[src/rtl/branch_hazard_ctrl_if.sv]
// D-stage hazard bus: decoded operand/destination info in, stall and comparator forward selects out.
interface branch_hazard_ctrl_if #(
  parameter int unsigned TNEW_W = 2
);
  logic              d_valid;
  logic [4:0]        d_rs;
  logic [4:0]        d_rt;
  logic              d_use_rs;
  logic              d_use_rt;
  logic [TNEW_W-1:0] d_tuse_rs;
  logic [TNEW_W-1:0] d_tuse_rt;
  logic [4:0]        d_waddr;
  logic [TNEW_W-1:0] d_tnew;
  logic              stall;
  logic [1:0]        fwd_rs;
  logic [1:0]        fwd_rt;

  modport master (
    output d_valid, d_rs, d_rt, d_use_rs, d_use_rt,
           d_tuse_rs, d_tuse_rt, d_waddr, d_tnew,
    input  stall, fwd_rs, fwd_rt
  );

  modport slave (
    input  d_valid, d_rs, d_rt, d_use_rs, d_use_rt,
           d_tuse_rs, d_tuse_rt, d_waddr, d_tnew,
    output stall, fwd_rs, fwd_rt
  );
endinterface

[src/rtl/branch_hazard_ctrl.sv]
// Stall/forward scheduler for the D-stage branch comparator using an E/M/W destination scoreboard.
// Optional BRANCH_HAZARD_STALL_CNT_EN adds stall_cnt and fwd_cnt event counters.
module branch_hazard_ctrl #(
  parameter int unsigned TNEW_W = 2
) (
  input  logic                 clk,
  input  logic                 reset,
  branch_hazard_ctrl_if.slave  bus
`ifdef BRANCH_HAZARD_STALL_CNT_EN
  ,
  output logic [31:0]          stall_cnt,
  output logic [31:0]          fwd_cnt
`endif
);

  typedef struct packed {
    logic [4:0]        waddr;
    logic [TNEW_W-1:0] tnew;
  } rec_t;

  localparam int unsigned RES_W = 3;

  rec_t       e_q;
  rec_t       m_q;
  logic [4:0] w_waddr_q;  // W results are always available, so only the address is kept

  logic [RES_W-1:0] res_rs_c;
  logic [RES_W-1:0] res_rt_c;
  logic             stall_c;

  // Per-operand resolution: {stall, fwd[1:0]}; the nearest matching stage decides.
  function automatic logic [RES_W-1:0] resolve(
    input logic              req,
    input logic [4:0]        src,
    input logic [TNEW_W-1:0] tuse,
    input rec_t              e,
    input rec_t              m,
    input logic [4:0]        w
  );
    logic             ok;
    logic [RES_W-1:0] r;
    ok = req && (src != 5'd0);
    r  = '0;
    if (ok && (src == e.waddr)) begin
      r[2]   = (e.tnew > tuse);
      r[1:0] = (e.tnew == '0) ? 2'b01 : 2'b00;
    end else if (ok && (src == m.waddr)) begin
      r[2]   = (m.tnew > tuse);
      r[1:0] = (m.tnew == '0) ? 2'b10 : 2'b00;
    end else if (ok && (src == w)) begin
      r[1:0] = 2'b11;
    end
    return r;
  endfunction

  always_comb begin
    res_rs_c = resolve(bus.d_valid & bus.d_use_rs, bus.d_rs, bus.d_tuse_rs, e_q, m_q, w_waddr_q);
    res_rt_c = resolve(bus.d_valid & bus.d_use_rt, bus.d_rt, bus.d_tuse_rt, e_q, m_q, w_waddr_q);
    stall_c  = res_rs_c[2] | res_rt_c[2];
  end

  assign bus.stall  = stall_c;
  assign bus.fwd_rs = res_rs_c[1:0];
  assign bus.fwd_rt = res_rt_c[1:0];

  // Scoreboard advance; a stalled or empty D slot enters E as a bubble.
  always_ff @(posedge clk) begin
    if (reset) begin
      e_q       <= '0;
      m_q       <= '0;
      w_waddr_q <= '0;
    end else begin
      w_waddr_q <= m_q.waddr;
      m_q.waddr <= e_q.waddr;
      m_q.tnew  <= (e_q.tnew == '0) ? '0 : e_q.tnew - TNEW_W'(1);
      if (stall_c || !bus.d_valid) begin
        e_q <= '0;
      end else begin
        e_q.waddr <= bus.d_waddr;
        e_q.tnew  <= bus.d_tnew;
      end
    end
  end

`ifdef BRANCH_HAZARD_STALL_CNT_EN
  logic fwd_any_c;
  assign fwd_any_c = (res_rs_c[1:0] != 2'b00) || (res_rt_c[1:0] != 2'b00);

  // Free-running event counters, wrapping at 2^32.
  always_ff @(posedge clk) begin
    if (reset) begin
      stall_cnt <= '0;
      fwd_cnt   <= '0;
    end else begin
      if (stall_c)   stall_cnt <= stall_cnt + 32'd1;
      if (fwd_any_c) fwd_cnt   <= fwd_cnt + 32'd1;
    end
  end
`endif

endmodule

[src/flat_wrapper.sv]
// flat-port wrapper written by rule: the top's interface ports become plain ports
module branch_hazard_ctrl_flat 
#(
  parameter int unsigned TNEW_W = 2
)
  (clk, reset, bus_d_valid, bus_d_rs, bus_d_rt, bus_d_use_rs, bus_d_use_rt, bus_d_tuse_rs, bus_d_tuse_rt, bus_d_waddr, bus_d_tnew, bus_stall, bus_fwd_rs, bus_fwd_rt);
  branch_hazard_ctrl_if #(.TNEW_W(TNEW_W)) bus_i ();
  input  logic clk;
  input  logic reset;
  input wire logic [$bits(bus_i.d_valid)-1:0] bus_d_valid;
  input wire logic [$bits(bus_i.d_rs)-1:0] bus_d_rs;
  input wire logic [$bits(bus_i.d_rt)-1:0] bus_d_rt;
  input wire logic [$bits(bus_i.d_use_rs)-1:0] bus_d_use_rs;
  input wire logic [$bits(bus_i.d_use_rt)-1:0] bus_d_use_rt;
  input wire logic [$bits(bus_i.d_tuse_rs)-1:0] bus_d_tuse_rs;
  input wire logic [$bits(bus_i.d_tuse_rt)-1:0] bus_d_tuse_rt;
  input wire logic [$bits(bus_i.d_waddr)-1:0] bus_d_waddr;
  input wire logic [$bits(bus_i.d_tnew)-1:0] bus_d_tnew;
  output wire logic [$bits(bus_i.stall)-1:0] bus_stall;
  output wire logic [$bits(bus_i.fwd_rs)-1:0] bus_fwd_rs;
  output wire logic [$bits(bus_i.fwd_rt)-1:0] bus_fwd_rt;
  assign bus_i.d_valid = bus_d_valid;
  assign bus_i.d_rs = bus_d_rs;
  assign bus_i.d_rt = bus_d_rt;
  assign bus_i.d_use_rs = bus_d_use_rs;
  assign bus_i.d_use_rt = bus_d_use_rt;
  assign bus_i.d_tuse_rs = bus_d_tuse_rs;
  assign bus_i.d_tuse_rt = bus_d_tuse_rt;
  assign bus_i.d_waddr = bus_d_waddr;
  assign bus_i.d_tnew = bus_d_tnew;
  assign bus_stall = bus_i.stall;
  assign bus_fwd_rs = bus_i.fwd_rs;
  assign bus_fwd_rt = bus_i.fwd_rt;
  branch_hazard_ctrl #(.TNEW_W(TNEW_W)) u_core (.clk(clk), .reset(reset), .bus(bus_i));
endmodule
[config.mk]
export PLATFORM = sky130hd
export DESIGN_NAME = branch_hazard_ctrl_flat
export DESIGN_NICKNAME = d
export VERILOG_FILES = /design/src/rtl/branch_hazard_ctrl_if.sv /design/src/rtl/branch_hazard_ctrl.sv /design/src/flat_wrapper.sv
export SDC_FILE = /design/constraint.sdc
export NUM_CORES = 1
export LEC_CHECK = 0
export CAP_MARGIN = 20
export CORE_UTILIZATION = 44
export CTS_BUF_LIST = sky130_fd_sc_hd__clkbuf_4 sky130_fd_sc_hd__clkbuf_8 sky130_fd_sc_hd__clkbuf_16
export CTS_CLUSTER_SIZE = 14
export DETAILED_ROUTE_END_ITERATION = 12
export GPL_TIMING_DRIVEN = 0
export PLACE_DENSITY = 0.85
export SETUP_SLACK_MARGIN = 0.3
export SLEW_MARGIN = 5
export SYNTH_ARGS = -nofsm -noshare
export SYNTH_HDL_FRONTEND = slang
export SYNTH_SLANG_ARGS = --single-unit
[constraint.sdc]
create_clock -name clk -period 3.5 [get_ports clk]
set_input_delay 1.05 -clock clk [delete_from_list [all_inputs] [get_ports clk]]
set_output_delay 1.05 -clock clk [all_outputs]
set_load 0.01 [all_outputs]
Word-level counts from Yosys, hierarchy flattened --
Cells that the tools add are included. W data, S select, Z words.
Operators by class: add/subtract/negate cells 1, $lt $le $gt $ge 4, equal/unequal tests 6, mux-type cells 10, bitwise gates (word level) 3, reduce and logical (&&, ||, !) cells 16
Operator list (count):
- $eq A5 B5 Y1 | 6
- $mux W2 | 5
- $reduce_bool A5 Y1 | 2
- $gt A2 B2 Y1 | 4
- $logic_and A1 B1 Y1 | 8
- $mux W3 | 2
- $logic_not A2 Y1 | 2
- $reduce_or A2 Y1 | 2
- $mux W1 | 3
- $and A1 B1 Y1 | 2
- $sub A2 B1 Y2 const B | 1
- $logic_not A1 Y1 | 1
- $logic_or A1 B1 Y1 | 1
- $or A1 B1 Y1 | 1
Storage, ports and cells: flip-flop bits (word level) 19, input bits 26, output and inout bits 5, logic and storage cells 45

Depth between registers and ports, before layout --
Gate-level depths: netlist of run 1.
depth after elaboration 9, mapped depth 8, gate-level depth less buffers 7

Worst setup path after synthesis of run 1 --
OpenSTA, ideal clock, no wires.
path type input to output, start in bus_d_rs[0], end out bus_stall, arrival time 2565 ps, required time 2450 ps, slack -115 ps, cell stages on the path 5, buffers on the path 0, path through or4_4 o21bai_4 nor4_2 mux2_4 or3_1
On the way: longest elaborated chain between the ends 6, elaborated cells on any way between the ends 9, classes of those cells eq/ne (2); mux (2); bitwise (1); reduce/logical (4)
Ends and longest elaborated chain:
- from (decl) | line flat_wrapper.sv:11 | input wire logic [$bits(bus_i.d_rs)-1:0] bus_d_rs;
- $reduce_bool A5 Y1 | line branch_hazard_ctrl.sv:42 | ok = req && (src != 5'd0);
- $logic_and A1 B1 Y1 | line branch_hazard_ctrl.sv:42
- $logic_and A1 B1 Y1 | line branch_hazard_ctrl.sv:47 | end else if (ok && (src == m.waddr)) begin
- $mux W1 | line branch_hazard_ctrl.sv:47
- $mux W3 * | line branch_hazard_ctrl.sv:44 | if (ok && (src == e.waddr)) begin
- $or A1 B1 Y1 * | line branch_hazard_ctrl.sv:59 | stall_c = res_rs_c[2] | res_rt_c[2];
- to (decl) | line flat_wrapper.sv:19 | output wire logic [$bits(bus_i.stall)-1:0] bus_stall;
Mark *: on every way between the ends. The rest lies on a longest branch, timed or not.

Worst setup path in the final report of run 1 --
start in bus_d_rs[4], end out bus_fwd_rs[1]
On the way: longest elaborated chain between the ends 6, elaborated cells on any way between the ends 11, classes of those cells eq/ne (3); mux (3); reduce/logical (5)
Ends and longest elaborated chain:
- $reduce_bool A5 Y1 | line branch_hazard_ctrl.sv:42
- $logic_and A1 B1 Y1 | line branch_hazard_ctrl.sv:42
- $logic_and A1 B1 Y1 | line branch_hazard_ctrl.sv:50 | end else if (ok && (src == w)) begin
- $mux W2 | line branch_hazard_ctrl.sv:50
- $mux W2 | line branch_hazard_ctrl.sv:47
- $mux W3 * | line branch_hazard_ctrl.sv:44
- to (decl) | line flat_wrapper.sv:20 | output wire logic [$bits(bus_i.fwd_rs)-1:0] bus_fwd_rs;
Marks and branches as above.

==> reports/qor.json, run 1 <==
{
  "power": {
    "worst_ir_drop_vdd_mv": 0.260,
    "cellInternalPower_uw": 338,
    "power_per_cell_area_nw_per_um2": 257,
    "power.static_leakage_uw": 0.000775,
    "power_frac_seq": 0.482,
    "power_frac_comb": 0.279,
    "pwr-share-clk": 0.239,
    "power_switching_uw": 145,
    "power.switching_fraction": 0.300,
    "power_uw": 482
  },
  "global_route": {
    "grt_antenna_before_repair": 0,
    "grt_remaining_overflow": 0,
    "grt_pass1_vias": 1247,
    "grt_use_total": 0.233,
    "grt_start_max_net_pins": 12,
    "grt_first_pass_wirelength_mm": 5.55
  },
  "timing": {
    "slew_headroom": 0.682,
    "setup_ws_ns": -0.416,
    "post-route-period-util": 1.12,
    "clock-skew-final_ns": 0.00142,
    "timing.fmax_ghz": 0.255,
    "grt_setup_unrepaired": "true",
    "slew_violations": 0,
    "timing_hold_violations_final": 0,
    "final-setup-viol-count": 3,
    "timing.final.crit_period_ns": 3.92,
    "timing_worst_slew_pin_value_ns": 0.477
  },
  "layout": {
    "diodes": 0,
    "finalInstanceArea_sq_um": 1880,
    "drive_gt1_frac": 0.340,
    "synth_to_final_area_change_pct": 50.1,
    "layout.nets": 224,
    "final-instance-count-excl-fill": 218,
    "postLayoutCoreUtil": 0.725
  },
  "synth": {
    "yosys.area.top_type_share": 0.304,
    "synth.area.top_cells": "dfxtp_1 (30%), xnor2_1 (11%), xor2_1 (9.8%)",
    "synthesis.nets": 177,
    "synth-async-reset-ratio": 0,
    "synth_cells": 142,
    "synth.ff_latch_count": 19,
    "ys_types": 31,
    "synthDominantAreaCellType": "dfxtp_1",
    "seq_total_area_yosys": 0.304,
    "yosys-top-cells-count": "dfxtp_1 (19), xnor2_1 (16), nand2_1 (14), nor2b_1 (14), xor2_1 (14)",
    "yosysMostFrequentCell": "dfxtp_1",
    "flip_flop_cell_with_the_highest_count_after_synthesis": "dfxtp_1",
    "synth.cell_area_sq_um": 1250,
    "synth-edff-count": 0,
    "post_synth.cell_area_avg_sq_um": 8.81,
    "yosys_warnings": 0
  },
  "clock_network": {
    "clock_tree_root": "clkbuf_4",
    "clkLatencyLatePin_ns": 0.31,
    "clk_pin_slew_ns": 0.11,
    "ctsHtreeMaxLevel": 1,
    "tritoncts.num_buffers": 3,
    "clock_sinks": 19,
    "tritoncts": "done",
    "cts-hold-fix-buffers": 0,
    "ctsLongestPathBuffers": 2
  },
  "worst_setup_path": {
    "timing.critical_path.required_ns": 2.45,
    "critical_path.slowest_cell": "or4_4",
    "stage_delay_of_the_slowest_cell_on_the_critical_path_ns": 0.57,
    "cp_max_fo": 2,
    "setup.worst_path.end_class": "output port",
    "crit_chain": "buf_8 -> or4_4 -> o211ai_4 -> nor2_4 -> or4_1 -> a21oi_1 -> buf_2",
    "timing.setup.critical_path_class": "primary input to output port",
    "cp-start-kind": "primary input",
    "critPathArrivalTime_ns": 2.87
  },
  "drt": {
    "via_per_inst": 5.61,
    "detailedRoute.firstPassIterationCount": 4,
    "detail_route.wl_per_cell_um": 16.6,
    "route.vias.total": 1222,
    "drcViolationCount": 0,
    "antenna_left": 0,
    "detail_route.wirelength_mm": 3.61,
    "detail_route.iter0.violations": 41
  },
  "placed_design": {
    "placed_cell_area_sq_um": 1590,
    "dp_slack_ns": -1.21,
    "gp_routability_congestion": 0.927,
    "place.port_buffers": 29,
    "post-place-cells": 201,
    "hpwl_mm": 2.50
  },
  "status": {
    "status": "complete, but fails checks",
    "failed_checks": "setup timing"
  },
  "floorplanning": {
    "core_sq_um": 2590,
    "initial_core_util": 0.483,
    "design.die.area_sq_um": 3060,
    "row_count": 18,
    "die_width_um": 55.3,
    "io_pins": 31,
    "die_height_um": 55.3
  },
  "run": {
    "maxCapViolCount": 0
  },
  "worst_hold_path": {
    "hp-class": "flip-flop to flip-flop"
  }
}
## worst max-delay path, delay by kind of cell
family	cells	cell delay, ns
AND/OR/NAND/NOR	3	1.17
AO/OA/AOI/OAI	2	0.40
buffers and inverters	2	0.25
## power groups by stage
stage,clock (uW),combinational (uW),sequential [uW]
2_1_floorplan,0,57.3,233
3_3_place_gp,0,99.5,235
3_5_place_dp,0,106,236
4_1_cts,116,119,231
5_1_grt,126,146,233
6_report,115,135,232
## sequential cells by signal (all words and copies together), names as in the netlist
signal	flops
u_core.e_q	7
u_core.m_q	7
u_core.w_waddr_q	5
## cells by family (layout without fill, tap and decap cells)
group / Yosys count / count (layout) / share of synthesized area
buf+inv: 10 / 56 / 0.0310
xor+xnor: 30 / 30 / 0.210
compound gates: 11 / 11 / 0.0680
simple gates: 60 / 60 / 0.268
fa+ha+maj: 9 / 9 / 0.0900
mux: 3 / 3 / 0.0290
flops: 19 / 19 / 0.304
## per-stage QoR
stage          hold slack [ns]  TNS [ns]
6_report                 0.458     -1.10
3_3_place_gp             0.407     -4.16
4_1_cts                  0.460    -0.841
2_1_floorplan            0.391    -0.204
5_1_grt                  0.471     -1.29
3_5_place_dp             0.422     -4.32
## worst paths after layout
check                      from            end  slack (ns)  depth (start not counted)
setup / recovery    bus_d_rs[4]  bus_fwd_rs[1]       -0.42                          7
hold / removal    u_core.e_q[0]  u_core.m_q[0]        0.46                          1
setup reg to reg  u_core.m_q[4]  u_core.e_q[0]        1.56                          7
hold reg to reg   u_core.e_q[0]  u_core.m_q[0]        0.46                          1
## cell usage in the layout (no fill, tap or decap), types with 2 or more instances in the layout
cell	Yosys	layout
dfxtp_1	19	19
nor2b_1	14	14
xor2_1	14	13
nand2_1	14	13
xnor2_1	16	12
buf_4	0	12
clkdlybuf4s50_1	0	11
buf_6	0	7
nor4_1	8	7
ha_1	9	7
buf_2	0	6
inv_1	7	5
a21oi_1	5	4
buf_8	0	4
xnor2_2	0	3
nand3_1	4	3
nor2_1	5	3
clkbuf_4	0	3
or3_4	0	2
nor3_2	0	2
or4_4	1	2
nor4_4	0	2
mux2_4	1	2
inv_2	0	2
nor3_1	5	2
dlygate4sd2_1	0	2
## routing by layer
layer / up-vias / wire length, um / global-route usage
met5: - / 0 / 0
met4: 0 / 131 / 0.150
met3: 14 / 117 / 0.0304
met2: 42 / 1820 / 0.413
met1: 587 / 1550 / 0.260
li1: 579 / - / -
## area by class of cell
class,instances,area (sq um)
clock inverter,1,5.00
tap,30,37.5
buffer,3,22.5
sequential,19,380
clock buffer,3,22.5
inverter,7,26.3
fill,184,712
multi-input combinational,113,998
timing repair buffer,42,385
## timing repair
action / in CTS / in global routing
setup buffers: 10 / 3
pin swaps: 16 / 17
resized for setup: 93 / 26
endpoints found under the hold margin: 0 / 0
endpoints found under the setup margin: 5 / 5
Note: power is estimated with default switching activity, not from simulation.
==> run 2: changes to the inputs <==
ABC_AREA = 0   (was unset)
CTS_CLUSTER_SIZE = unset   (was 14)
==> results of run 2 <==
Same layout as run 1: the final DEF is identical, and so are final timing and power.
==> run 3: changes to the inputs <==
GPL_TIMING_DRIVEN = unset   (was 0)
TNS_END_PERCENT = 100   (was unset)
==> run 3 against run 2 <==
The run still ends with setup timing left. Cell count is 7.8% higher. Sequential cell count stayed put. Sequential share of layout area is 1.7 points lower. Critical path depth stayed put. Non-clock buffer count is 17 higher. Fmax is 1.1% higher. Combinational power is 16% higher. Worst hold slack worse by 0.019 ns. Routed wire length is 16% higher. Global-route usage is 2.3 points higher. Register-to-register slack worse by 0.07 ns. Critical endpoint unchanged. Largest cell class unchanged. Highest routed layer unchanged.
==> reports/qor.json, run 3 (same netlist as run 1, synthesis figures left out) <==
{
  "timing": {
    "setup_ws": {"value": -0.375, "unit": "ns", "change": "+0.0410 ns"},
    "clock-skew-final": {"value": 0.00459, "unit": "ns", "change": "+0.00317 ns"},
    "final-setup-viol-count": {"value": 4, "change": "+1"},
    "slew_headroom": {"value": 0.677, "change": "-0.00468"},
    "post-route-period-util": {"value": 1.11, "change": "-0.0117"},
    "timing_worst_slew_pin_value": {"value": 0.483, "unit": "ns", "change": "+0.00551 ns"},
    "slew_violations": {"value": 0, "change": "unchanged"},
    "grt_setup_unrepaired": "true",
    "finalSetupTns": {"value": -1.01, "unit": "ns", "change": "+0.0896 ns"},
    "timing.fmax": {"value": 0.258, "unit": "GHz", "change": "+1.1%"},
    "timing.final.crit_period": {"value": 3.88, "unit": "ns", "change": "-0.0410 ns"},
    "timing_hold_violations_final": {"value": 0, "change": "unchanged"}
  },
  "clock_network": {
    "tritoncts": "done",
    "clk_pin_slew": {"value": 0.11, "unit": "ns", "change": "about the same"},
    "cts-hold-fix-buffers": {"value": 0, "change": "unchanged"},
    "clock_sinks": {"value": 19, "change": "unchanged"},
    "tritoncts.num_buffers": {"value": 3, "change": "unchanged"},
    "ctsHtreeMaxLevel": {"value": 1, "change": "unchanged"},
    "clock_tree_root": "clkbuf_4",
    "clkLatencyLatePin": {"value": 0.29, "unit": "ns", "change": "-0.02 ns"},
    "ctsLongestPathBuffers": {"value": 2, "change": "unchanged"}
  },
  "worst_setup_path": {
    "worstReg2RegEnd": "u_core.e_q[5]",
    "critPathArrivalTime": {"value": 2.83, "unit": "ns", "change": "-0.04 ns"},
    "path_delay_family": "simple AND/OR/NAND/NOR gates",
    "critPathMostFrequentCell": "or4_4",
    "timing.critical_path.required": {"value": 2.45, "unit": "ns", "change": "about the same"},
    "reg2reg_slack": {"value": 1.49, "unit": "ns", "change": "-0.07 ns"},
    "worst_r2r_path_depth": {"value": 8, "change": "+1"},
    "r2r_start": "u_core.m_q[6]",
    "stage_delay_of_the_slowest_cell_on_the_critical_path": {"value": 0.57, "unit": "ns", "change": "about the same"},
    "cp_max_fo": {"value": 2, "change": "unchanged"},
    "setup.worst_path.end_class": "output port",
    "cp-start-kind": "primary input",
    "crit_chain": "buf_6 -> or4_4 -> o211ai_4 -> nor2_4 -> or4_4 -> a21oi_2 -> buf_2",
    "worstPathBufferInverterCount": {"value": 2, "change": "unchanged"},
    "timing.setup.critical_path_class": "primary input to output port",
    "critical_path.slowest_cell": "or4_4"
  },
  "floorplanning": {
    "initial_core_util": {"value": 0.483, "change": "unchanged"},
    "row_count": {"value": 18, "change": "unchanged"},
    "die_height": {"value": 55.3, "unit": "um", "change": "unchanged"},
    "core": {"value": 2590, "unit": "sq um", "change": "unchanged"},
    "die_width": {"value": 55.3, "unit": "um", "change": "unchanged"},
    "design.die.area": {"value": 3060, "unit": "sq um", "change": "unchanged"},
    "io_pins": {"value": 31, "change": "unchanged"}
  },
  "layout": {
    "diodes": {"value": 0, "change": "unchanged"},
    "drive_gt1_frac": {"value": 0.390, "change": "+0.0498"},
    "layout.filler_cells": {"value": 162, "change": "-12%"},
    "leading_cell_types_in_the_layout_fill_and_taps_excluded": "buf_4 (22), dfxtp_1 (19), buf_6 (17), nor2b_1 (14), nand2_1 (13)",
    "finalInstanceArea": {"value": 2050, "unit": "sq um", "change": "+9.2%"},
    "synth_to_final_area_change_pct": 63.9,
    "commonest_non_fill_non_tap_cell_in_the_layout": "buf_4",
    "layout.nets": {"value": 241, "change": "+7.6%"},
    "postLayoutCoreUtil": {"value": 0.792, "change": "+0.0667"},
    "largestRegisters": "u_core.e_q: 7 flops, u_core.m_q: 7 flops, u_core.w_waddr_q: 5 flops"
  },
  "worst_hold_path": {
    "hold_start": "u_core.e_q[0]",
    "hp-class": "flip-flop to flip-flop",
    "hold-path-cell-count": {"value": 1, "change": "unchanged"},
    "min_to": "u_core.m_q[0]"
  },
  "placed_design": {
    "place.port_buffers": {"value": 30, "change": "+3.4%"},
    "dp_slack": {"value": -1.12, "unit": "ns", "change": "+0.0963 ns"},
    "gp_routability_congestion": {"value": 0.875, "change": "-5.6%"},
    "hpwl": {"value": 2.65, "unit": "mm", "change": "+6.0%"},
    "placed_cell_area": {"value": 1750, "unit": "sq um", "change": "+10%"}
  },
  "global_route": {
    "grt_antenna_before_repair": {"value": 0, "change": "unchanged"},
    "grt_start_max_net_pins": {"value": 14, "change": "+2"},
    "grt_first_pass_wirelength": {"value": 6.09, "unit": "mm", "change": "+9.7%"},
    "grt_use_total": {"value": 0.256, "change": "+0.0226"},
    "grt_pass1_vias": {"value": 1317, "change": "+5.6%"},
    "grt_remaining_overflow": {"value": 0, "change": "unchanged"}
  },
  "drt": {
    "route.met2.wl": {"value": 2.18, "unit": "mm", "change": "+20%"},
    "detail_route.wirelength": {"value": 4.19, "unit": "mm", "change": "+16%"},
    "route.vias.total": {"value": 1306, "change": "+6.9%"},
    "drcViolationCount": {"value": 0, "change": "unchanged"},
    "detail_route.iter0.violations": {"value": 43, "change": "+4.9%"},
    "top_layer_used": "met4",
    "met1_length": {"value": 1.65, "unit": "mm", "change": "+6.5%"},
    "via_per_inst": {"value": 5.56, "change": "-0.86%"},
    "detailedRoute.firstPassIterationCount": {"value": 4, "change": "unchanged"},
    "met3WireLength": {"value": 227, "unit": "um", "change": "+94%"},
    "antenna_left": {"value": 0, "change": "unchanged"},
    "detail_route.wl_per_cell": {"value": 17.8, "unit": "um", "change": "+7.6%"}
  },
  "power": {
    "pwr-share-clk": {"value": 0.222, "change": "-0.017"},
    "power_per_cell_area": {"value": 243, "unit": "nW/um^2", "change": "-5.3%"},
    "power_frac_comb": {"value": 0.313, "change": "+0.034"},
    "power": {"value": 499, "unit": "uW", "change": "+3.4%"},
    "power.static_leakage": {"value": 0.000868, "unit": "uW", "change": "+12%"},
    "power_frac_seq": {"value": 0.465, "change": "-0.017"},
    "worst_ir_drop_vdd": {"value": 0.295, "unit": "mV", "change": "+13%"},
    "power_switching": {"value": 147, "unit": "uW", "change": "+1.7%"},
    "cellInternalPower": {"value": 352, "unit": "uW", "change": "+4.1%"},
    "power.switching_fraction": {"value": 0.295, "change": "-0.00493"}
  },
  "run": {
    "maxCapViolCount": {"value": 0, "change": "unchanged"}
  },
  "status": {
    "failed_checks": "setup timing",
    "status": "complete, but fails checks"
  }
}
## run 3: layer usage
layer	vias to the layer above	global-route usage
met5	-	0
met4	0	0.107
met3	16	0.0281
met2	52	0.477
met1	624	0.292
li1	614	-
## run 3: power by group through the flow
stage	logic (uW)	clock network, uW	registers, uW
after global routing	168	122	232
after global placement	115	0	235
after floorplan	57.3	0	233
after detailed placement	121	0	235
after CTS	139	111	231
final	156	111	232
## run 3: cell type report
| cell class | instances | area [sq um] | share of cell area |
|---|---|---|---|
| Clock inverter | 1 | 5.00 | 0.00244 |
| Timing Repair Buffer | 62 | 569 | 0.278 |
| Inverter | 7 | 26.3 | 0.0128 |
| Sequential cell | 19 | 380 | 0.185 |
| Tap cell | 30 | 37.5 | 0.0183 |
| Multi-Input combinational cell | 113 | 1010 | 0.492 |
| Clock buffer | 3 | 22.5 | 0.0110 |
## run 3: through the flow
step	std cells	hold WS, ns
3_3_place_gp	221	0.405
4_1_cts	233	0.426
6_report	235	0.439
3_5_place_dp	221	0.410
5_1_grt	235	0.466
2_1_floorplan	142	0.391
## run 3: how the worst max path moves through the flow
stage	from	depth (start not counted)	slack, ns	to
6_report	bus_d_rs[2]	7	-0.38	bus_fwd_rs[1]
5_1_grt	bus_d_tuse_rs[0]	8	-0.44	bus_stall
4_1_cts	bus_d_rs[2]	7	-0.38	bus_stall
3_5_place_dp	bus_d_rs[0]	7	-1.12	bus_fwd_rs[1]
3_3_place_gp	bus_d_rs[0]	7	-0.99	bus_fwd_rs[1]
2_1_floorplan	bus_d_rs[0]	5	-0.10	bus_stall
## run 3: timing repair
action,in CTS,in global routing
endpoints found under the setup margin,5,5
resized for setup,103,10
buffers inserted,8,2
pin swaps,23,6
